[config.mk]
export PLATFORM = sky130hd
export DESIGN_NAME = id_ex_stage
export DESIGN_NICKNAME = d
export VERILOG_FILES = /design/src/rtl/isa_pkg.sv /design/src/rtl/reg_file_16x16.sv /design/src/rtl/id_ex_stage.sv
export SDC_FILE = /design/constraint.sdc
export NUM_CORES = 1
export LEC_CHECK = 0
export ABC_AREA = 1
export BUFFER_PORTS_ARGS = -buffer_cell sky130_fd_sc_hd__buf_2
export CORE_ASPECT_RATIO = 2
export CORE_UTILIZATION = 31
export DETAILED_ROUTE_END_ITERATION = 10
export PLACE_DENSITY_LB_ADDON = 0.08
export SLEW_MARGIN = 20
export SYNTH_ARGS = -nofsm -noshare
export SYNTH_HDL_FRONTEND = slang
export SYNTH_SLANG_ARGS = --single-unit
[constraint.sdc]
create_clock -name clk -period 2.45 [get_ports clk]
set_input_delay 0.245 -clock clk [delete_from_list [all_inputs] [get_ports clk]]
set_output_delay 0.245 -clock clk [all_outputs]
set_load 0.05 [all_outputs]
[src/rtl/isa_pkg.sv]
// Shared ISA definitions for the 16-bit pipeline: opcodes, field positions
// and the ID/EX control bundle consumed by decode, execute and hazard logic.
package isa_pkg;
  localparam int DW   = 16;
  localparam int NREG = 16;
  localparam int RW   = 4;

  typedef enum logic [3:0] {
    OP_ADD = 4'h0, OP_SUB = 4'h1, OP_AND = 4'h2, OP_OR  = 4'h3,
    OP_SLL = 4'h4, OP_SRL = 4'h5, OP_SRA = 4'h6, OP_ADDI = 4'h7,
    OP_LW  = 4'h8, OP_SW  = 4'h9, OP_LLB = 4'hA, OP_LHB = 4'hB,
    OP_B   = 4'hC, OP_J   = 4'hD, OP_NOP = 4'hE, OP_HLT = 4'hF
  } opcode_e;

  localparam int OPC_LO  = 12;
  localparam int RD_LO   = 8;
  localparam int RS_LO   = 4;
  localparam int RT_LO   = 0;
  localparam int COND_LO = 9;

  typedef struct packed {
    logic       reg_we;
    logic       mem_read;
    logic       mem_write;
    logic       branch;
    logic       jump;
    logic       halt;
    logic [2:0] cond;
  } ctrl_t;
endpackage

[src/rtl/reg_file_16x16.sv]
// 16x16 register file: two async read ports with write-through bypass,
// one sync write port, R0 hardwired to zero.
module reg_file_16x16
  import isa_pkg::*;
(
  input  logic          clk,
  input  logic          rst_n,
  input  logic [RW-1:0] i_ra_addr,
  input  logic [RW-1:0] i_rb_addr,
  output logic [DW-1:0] o_ra_data,
  output logic [DW-1:0] o_rb_data,
  input  logic          i_we,
  input  logic [RW-1:0] i_wa,
  input  logic [DW-1:0] i_wd
);
  logic [NREG-1:0][DW-1:0] r_mem;
  logic                    w_wr;

  assign w_wr = i_we && (i_wa != '0);

  always_ff @(posedge clk or negedge rst_n) begin
    if (!rst_n)    r_mem        <= '0;
    else if (w_wr) r_mem[i_wa] <= i_wd;
  end

  // Bypass lets decode see a value being written back in the same cycle.
  always_comb begin
    o_ra_data = r_mem[i_ra_addr];
    o_rb_data = r_mem[i_rb_addr];
    if (w_wr && i_wa == i_ra_addr) o_ra_data = i_wd;
    if (w_wr && i_wa == i_rb_addr) o_rb_data = i_wd;
    if (i_ra_addr == '0) o_ra_data = '0;
    if (i_rb_addr == '0) o_rb_data = '0;
  end
endmodule

[src/rtl/id_ex_stage.sv]
// Decode stage: decodes the IF_ID instruction, reads operands, detects
// load-use hazards and registers the result into the ID/EX pipeline register.
module id_ex_stage
  import isa_pkg::*;
(
  input  logic          clk,
  input  logic          rst_n,
  input  logic          id_valid,
  input  logic [DW-1:0] instr,
  input  logic [DW-1:0] pc_incre,
  input  logic          flush,
  input  logic          wb_we,
  input  logic [RW-1:0] wb_rd,
  input  logic [DW-1:0] wb_data,
  output logic          stall,
  output logic          halted,
  output logic          ex_valid,
  output logic [3:0]    ex_opcode,
  output logic [RW-1:0] ex_rs,
  output logic [RW-1:0] ex_rt,
  output logic [RW-1:0] ex_rd,
  output logic [DW-1:0] ex_rs_data,
  output logic [DW-1:0] ex_rt_data,
  output logic [DW-1:0] ex_imm,
  output logic          ex_reg_we,
  output logic          ex_mem_read,
  output logic          ex_mem_write,
  output logic          ex_branch,
  output logic          ex_jump,
  output logic          ex_halt,
  output logic [2:0]    ex_cond,
  output logic [DW-1:0] ex_pc_incre
);
  opcode_e       w_op;
  logic [RW-1:0] w_rd, w_ra, w_rb;
  logic [DW-1:0] w_ra_data, w_rb_data, w_imm;
  logic          w_use_a, w_use_b, w_load;
  ctrl_t         w_ctrl, r_ctrl;

  assign w_op    = opcode_e'(instr[OPC_LO +: 4]);
  assign w_rd    = instr[RD_LO +: RW];
  assign w_ra    = (w_op == OP_LLB || w_op == OP_LHB) ? w_rd : instr[RS_LO +: RW];
  assign w_rb    = (w_op == OP_SW) ? w_rd : instr[RT_LO +: RW];
  assign w_use_a = (w_op <= OP_LHB);
  assign w_use_b = (w_op <= OP_OR) || (w_op == OP_SW);

  reg_file_16x16 u_rf (
    .clk       (clk),
    .rst_n     (rst_n),
    .i_ra_addr (w_ra),
    .i_rb_addr (w_rb),
    .o_ra_data (w_ra_data),
    .o_rb_data (w_rb_data),
    .i_we      (wb_we),
    .i_wa      (wb_rd),
    .i_wd      (wb_data)
  );

  always_comb begin
    w_imm = '0;
    case (w_op)
      OP_SLL, OP_SRL, OP_SRA: w_imm = {12'h000, instr[3:0]};
      OP_ADDI, OP_LW, OP_SW:  w_imm = {{12{instr[3]}}, instr[3:0]};
      OP_LLB, OP_LHB:         w_imm = {8'h00, instr[7:0]};
      OP_B:                   w_imm = {{7{instr[8]}}, instr[8:0]};
      OP_J:                   w_imm = {{4{instr[11]}}, instr[11:0]};
      default:                w_imm = '0;
    endcase
  end

  always_comb begin
    w_ctrl           = '0;
    w_ctrl.reg_we    = ((w_op <= OP_LW) || w_op == OP_LLB || w_op == OP_LHB) && (w_rd != '0);
    w_ctrl.mem_read  = (w_op == OP_LW);
    w_ctrl.mem_write = (w_op == OP_SW);
    w_ctrl.branch    = (w_op == OP_B);
    w_ctrl.jump      = (w_op == OP_J);
    w_ctrl.halt      = (w_op == OP_HLT);
    w_ctrl.cond      = instr[COND_LO +: 3];
  end

  // Flush and halt suppress the stall so fetch is never frozen needlessly.
  assign stall = id_valid && ex_valid && r_ctrl.mem_read && (ex_rd != '0) &&
                 ((w_use_a && w_ra == ex_rd) || (w_use_b && w_rb == ex_rd)) &&
                 !flush && !halted;
  assign w_load = id_valid && !flush && !halted && !stall;

  always_ff @(posedge clk or negedge rst_n) begin
    if (!rst_n) begin
      halted      <= 1'b0;
      ex_valid    <= 1'b0;
      ex_opcode   <= '0;
      ex_rs       <= '0;
      ex_rt       <= '0;
      ex_rd       <= '0;
      ex_rs_data  <= '0;
      ex_rt_data  <= '0;
      ex_imm      <= '0;
      ex_pc_incre <= '0;
      r_ctrl      <= '0;
    end else if (w_load) begin
      halted      <= halted | w_ctrl.halt;
      ex_valid    <= 1'b1;
      ex_opcode   <= w_op;
      ex_rs       <= w_ra;
      ex_rt       <= w_rb;
      ex_rd       <= w_rd;
      ex_rs_data  <= w_ra_data;
      ex_rt_data  <= w_rb_data;
      ex_imm      <= w_imm;
      ex_pc_incre <= pc_incre;
      r_ctrl      <= w_ctrl;
    end else begin
      ex_valid    <= 1'b0;
      ex_opcode   <= '0;
      ex_rs       <= '0;
      ex_rt       <= '0;
      ex_rd       <= '0;
      ex_rs_data  <= '0;
      ex_rt_data  <= '0;
      ex_imm      <= '0;
      ex_pc_incre <= '0;
      r_ctrl      <= '0;
    end
  end

  assign ex_reg_we    = r_ctrl.reg_we;
  assign ex_mem_read  = r_ctrl.mem_read;
  assign ex_mem_write = r_ctrl.mem_write;
  assign ex_branch    = r_ctrl.branch;
  assign ex_jump      = r_ctrl.jump;
  assign ex_halt      = r_ctrl.halt;
  assign ex_cond      = r_ctrl.cond;
endmodule

==> impl_metrics.ini <==
[cells_and_area]
antenna_cells = 0
multi_input_area_sq_um = 8290
area_growth_pct = 22.2
final_layout_size_suffix_gt1_frac = 0.152
post-route-util = 0.384
nNetsFinal = 2842
instances_no_fill = 3575
fill_cells = 6111
regArea_sq_um = 8510

[logic_synthesis]
synth_area_leaders = dfrtp_1 46%, nand2_1 17%, nand3_1 13%
ys_seq_area_frac = 0.464
synthSimpleGateAreaFrac = 0.364
yosys_most_used_dff = dfrtp_1
synthTopCellsByCount = 839 x nand2_1, 460 x nand3_1, 340 x dfrtp_1, 231 x nor2_1, 214 x o21ai_0
yosysMostFrequentCell = nand2_1
synth-xor-area-share = 0
synth-compound-area-share = 0.0849
ys_types = 28
syn_area_sq_um = 18400
syn_nets = 2676
synth_fa_ha_area_frac = 0
async_flop_share = 1.00
ys_ff_latch = 340
synth_edf_count = 0
synthMuxAreaShare = 0
yosys.area.top_type = dfrtp_1
synth_top_area_share = 0.464
yosysWarnings = 0
avgSynthCellArea_sq_um = 7.01
syn-instance-count = 2619
synth_top_family_by_area = simple AND/OR/NAND/NOR gates

[timing]
hold_violations = 0
fin_setup_tns_ps = 0
relSlewSlack = 0.287
worst_slew_pin_slew_ps = 1060
skew_ps = 23.1
period_share = 0.945
max_freq_mhz = 432
report.final.slew_viol_count = 0
period_needed_ps = 2310
holdWs_ps = 20.1
setup_violations = 0

[grt]
overflow = 0
grt_pass1_vias = 18200
grt_max_degree = 60
grt_usage = 0.271
grt_pass1_wl_mm = 121
antenna_found_initial = 2

[power_and_ir_drop]
powerDensity_nw_per_um2 = 736
vdd_drop_max_uv = 486
leakage_uw = 0.0113

[critical_path]
cp_max_fo = 11
cp_slowest_stage_delay_ps = 540
crit_path_end_kind = primary output
start_kind = input port
worst_path_max_delay_cell = dlygate4sd3_1
setup.worst_path.class = input port to primary output
arrival_ps = 2070
crit_top_cell = nand2_1
crit_chain = dlygate4sd3_1 > buf_2 > nand2_1 > o21ai_4 > buf_12 > nand2_1 > nand2_1 > nor2_1 > nand3_1 > nand2_1 > nand2_2 > inv_1 > buf_6
required_ps = 2200

[route]
ant_nets = 0
wirelength_mm = 81.5
drcViolationCount = 0
viasPerCell = 5.18
wl_per_cell_um = 22.8
drtPass1Iterations = 7
drtIter0Drc = 1684
vias = 18500

[clock_network]
cts_tree = yes
clockBufferDepth = 3
clk_pin_slew_ps = 60
cts_buffers = 36
htreeDepth = 2
cts.sinks = 340
root_buffer = clkbuf_16
insertion_delay_ps = 570
cts_setup_buffers = 0

[placed_design]
gp_congestion = 0.858
dp.final_hpwl_mm = 54.0
port_buffers = 148
dp_cells = 3475

[status]
outcome = complete, no violations

[worst_hold_path]
worstHoldPathType = input port to flip-flop

[flow_run]
maxCapViolations = 0

[floorplanning]
die_h_um = 346
floorplan.core_area_sq_um = 58300
die_w_um = 174
top_level_ports = 149
rows = 125
die_area_sq_um = 60200
start_util = 0.315
[sequential cells by signal, indices dropped and copies added, names as in the netlist, 2 cells and up]
| signal | flops |
|---|---|
| ex_rd | 2 |
| ex_cond | 2 |
| ex_opcode | 4 |
| ex_rs | 4 |
| ex_imm | 12 |
| u_rf.r_mem | 256 |
| ex_pc_incre | 16 |
| ex_rs_data | 16 |
| ex_rt | 4 |
| ex_rt_data | 16 |
[worst paths after layout]
kind | startpoint | slack, ps | cells past startpoint | end
worst min-delay path | wb_data[9] | 20 | 3 | u_rf.r_mem[89]$_DFFE_PN0P_
worst max-delay path | instr[7] | 140 | 13 | stall
min in group asynchronous | rst_n | 200 | 2 | ex_rs[1]$_DFF_PN0_
worst min register to register | u_rf.r_mem[15]$_DFFE_PN0P_ | 400 | 0 | u_rf.r_mem[15]$_DFFE_PN0P_
worst max register to register | ex_rd[3]$_DFF_PN0_ | 690 | 11 | ex_rt_data[12]$_DFF_PN0_
max in group asynchronous | rst_n | 1350 | 3 | ex_opcode[1]$_DFF_PN0_
[cell type report]
class	instances	area share
Clock inverter	18	0.00826
Inverter	189	0.0316
Sequential cell	340	0.379
Clock buffer	48	0.0462
Tap cell	762	0.0425
Timing Repair Buffer	334	0.123
Multi-Input combinational cell	1884	0.369
[repair_timing]
item                                   in CTS  in global routing
resized for setup                           0                  4
hold buffers                               34                  0
endpoints found under the hold margin      75                  0
setup endpoints to repair                   0                  1
[through the flow]
step	worst slack [ps]	area (sq um)	power [uW]
after floorplan	303	18400	9230
after global placement	-92.9	20900	10600
after detailed placement	-82.3	20900	10700
after CTS	15.4	22400	16700
after global routing	-9.03	22400	17400
final	135	22400	16500
[routing by layer]
| layer | wire [um] | vias to the layer above | share of wire | GRT usage |
|---|---|---|---|---|
| met5 | 12 | - | 0.00015 | 0 |
| met4 | 5210 | 2 | 0.064 | 0.160 |
| met3 | 3900 | 204 | 0.048 | 0.0271 |
| met2 | 41800 | 732 | 0.51 | 0.491 |
| met1 | 30600 | 8913 | 0.38 | 0.305 |
| li1 | - | 8663 | - | - |
[worst max-delay path: cells and delay by family]
family                 cells  cell delay [ps]
buffers and inverters      5             1170
AND/OR/NAND/NOR            7              570
AO/OA/AOI/OAI              1               70
[cells by family after synthesis]
kind of cell,after synthesis
and+or+nand+nor,1580
AOI/OAI and AO/OA,304
DFF,340
buffers and inverters,395
[cell usage in the layout (no fill, tap or decap), drive strengths merged]
| cell type | instances |
|---|---|
| nand2 | 848 |
| nand3 | 461 |
| dfrtp | 340 |
| buf | 300 |
| nor2 | 233 |
| o21ai | 217 |
| inv | 190 |
| a21oi | 79 |
| clkbuf | 48 |
| dlygate4sd3 | 34 |
| or2 | 30 |
| clkinv | 12 |
| a41oi | 5 |
| nor3 | 4 |
| bufinv | 3 |
| nor4 | 2 |
| clkinvlp | 2 |
| nand4 | 2 |
| a21boi | 1 |
| a211oi | 1 |
| o211ai | 1 |
[power by group]
group	total [uW]	leakage, uW	switching [uW]	internal, uW
registers	7130	0.00439	671	6460
clock network	5850	0.000606	2540	3320
logic	3530	0.00634	2180	1350
total	16500	0.0113	5390	11100
(Power assumes the default switching activity.)
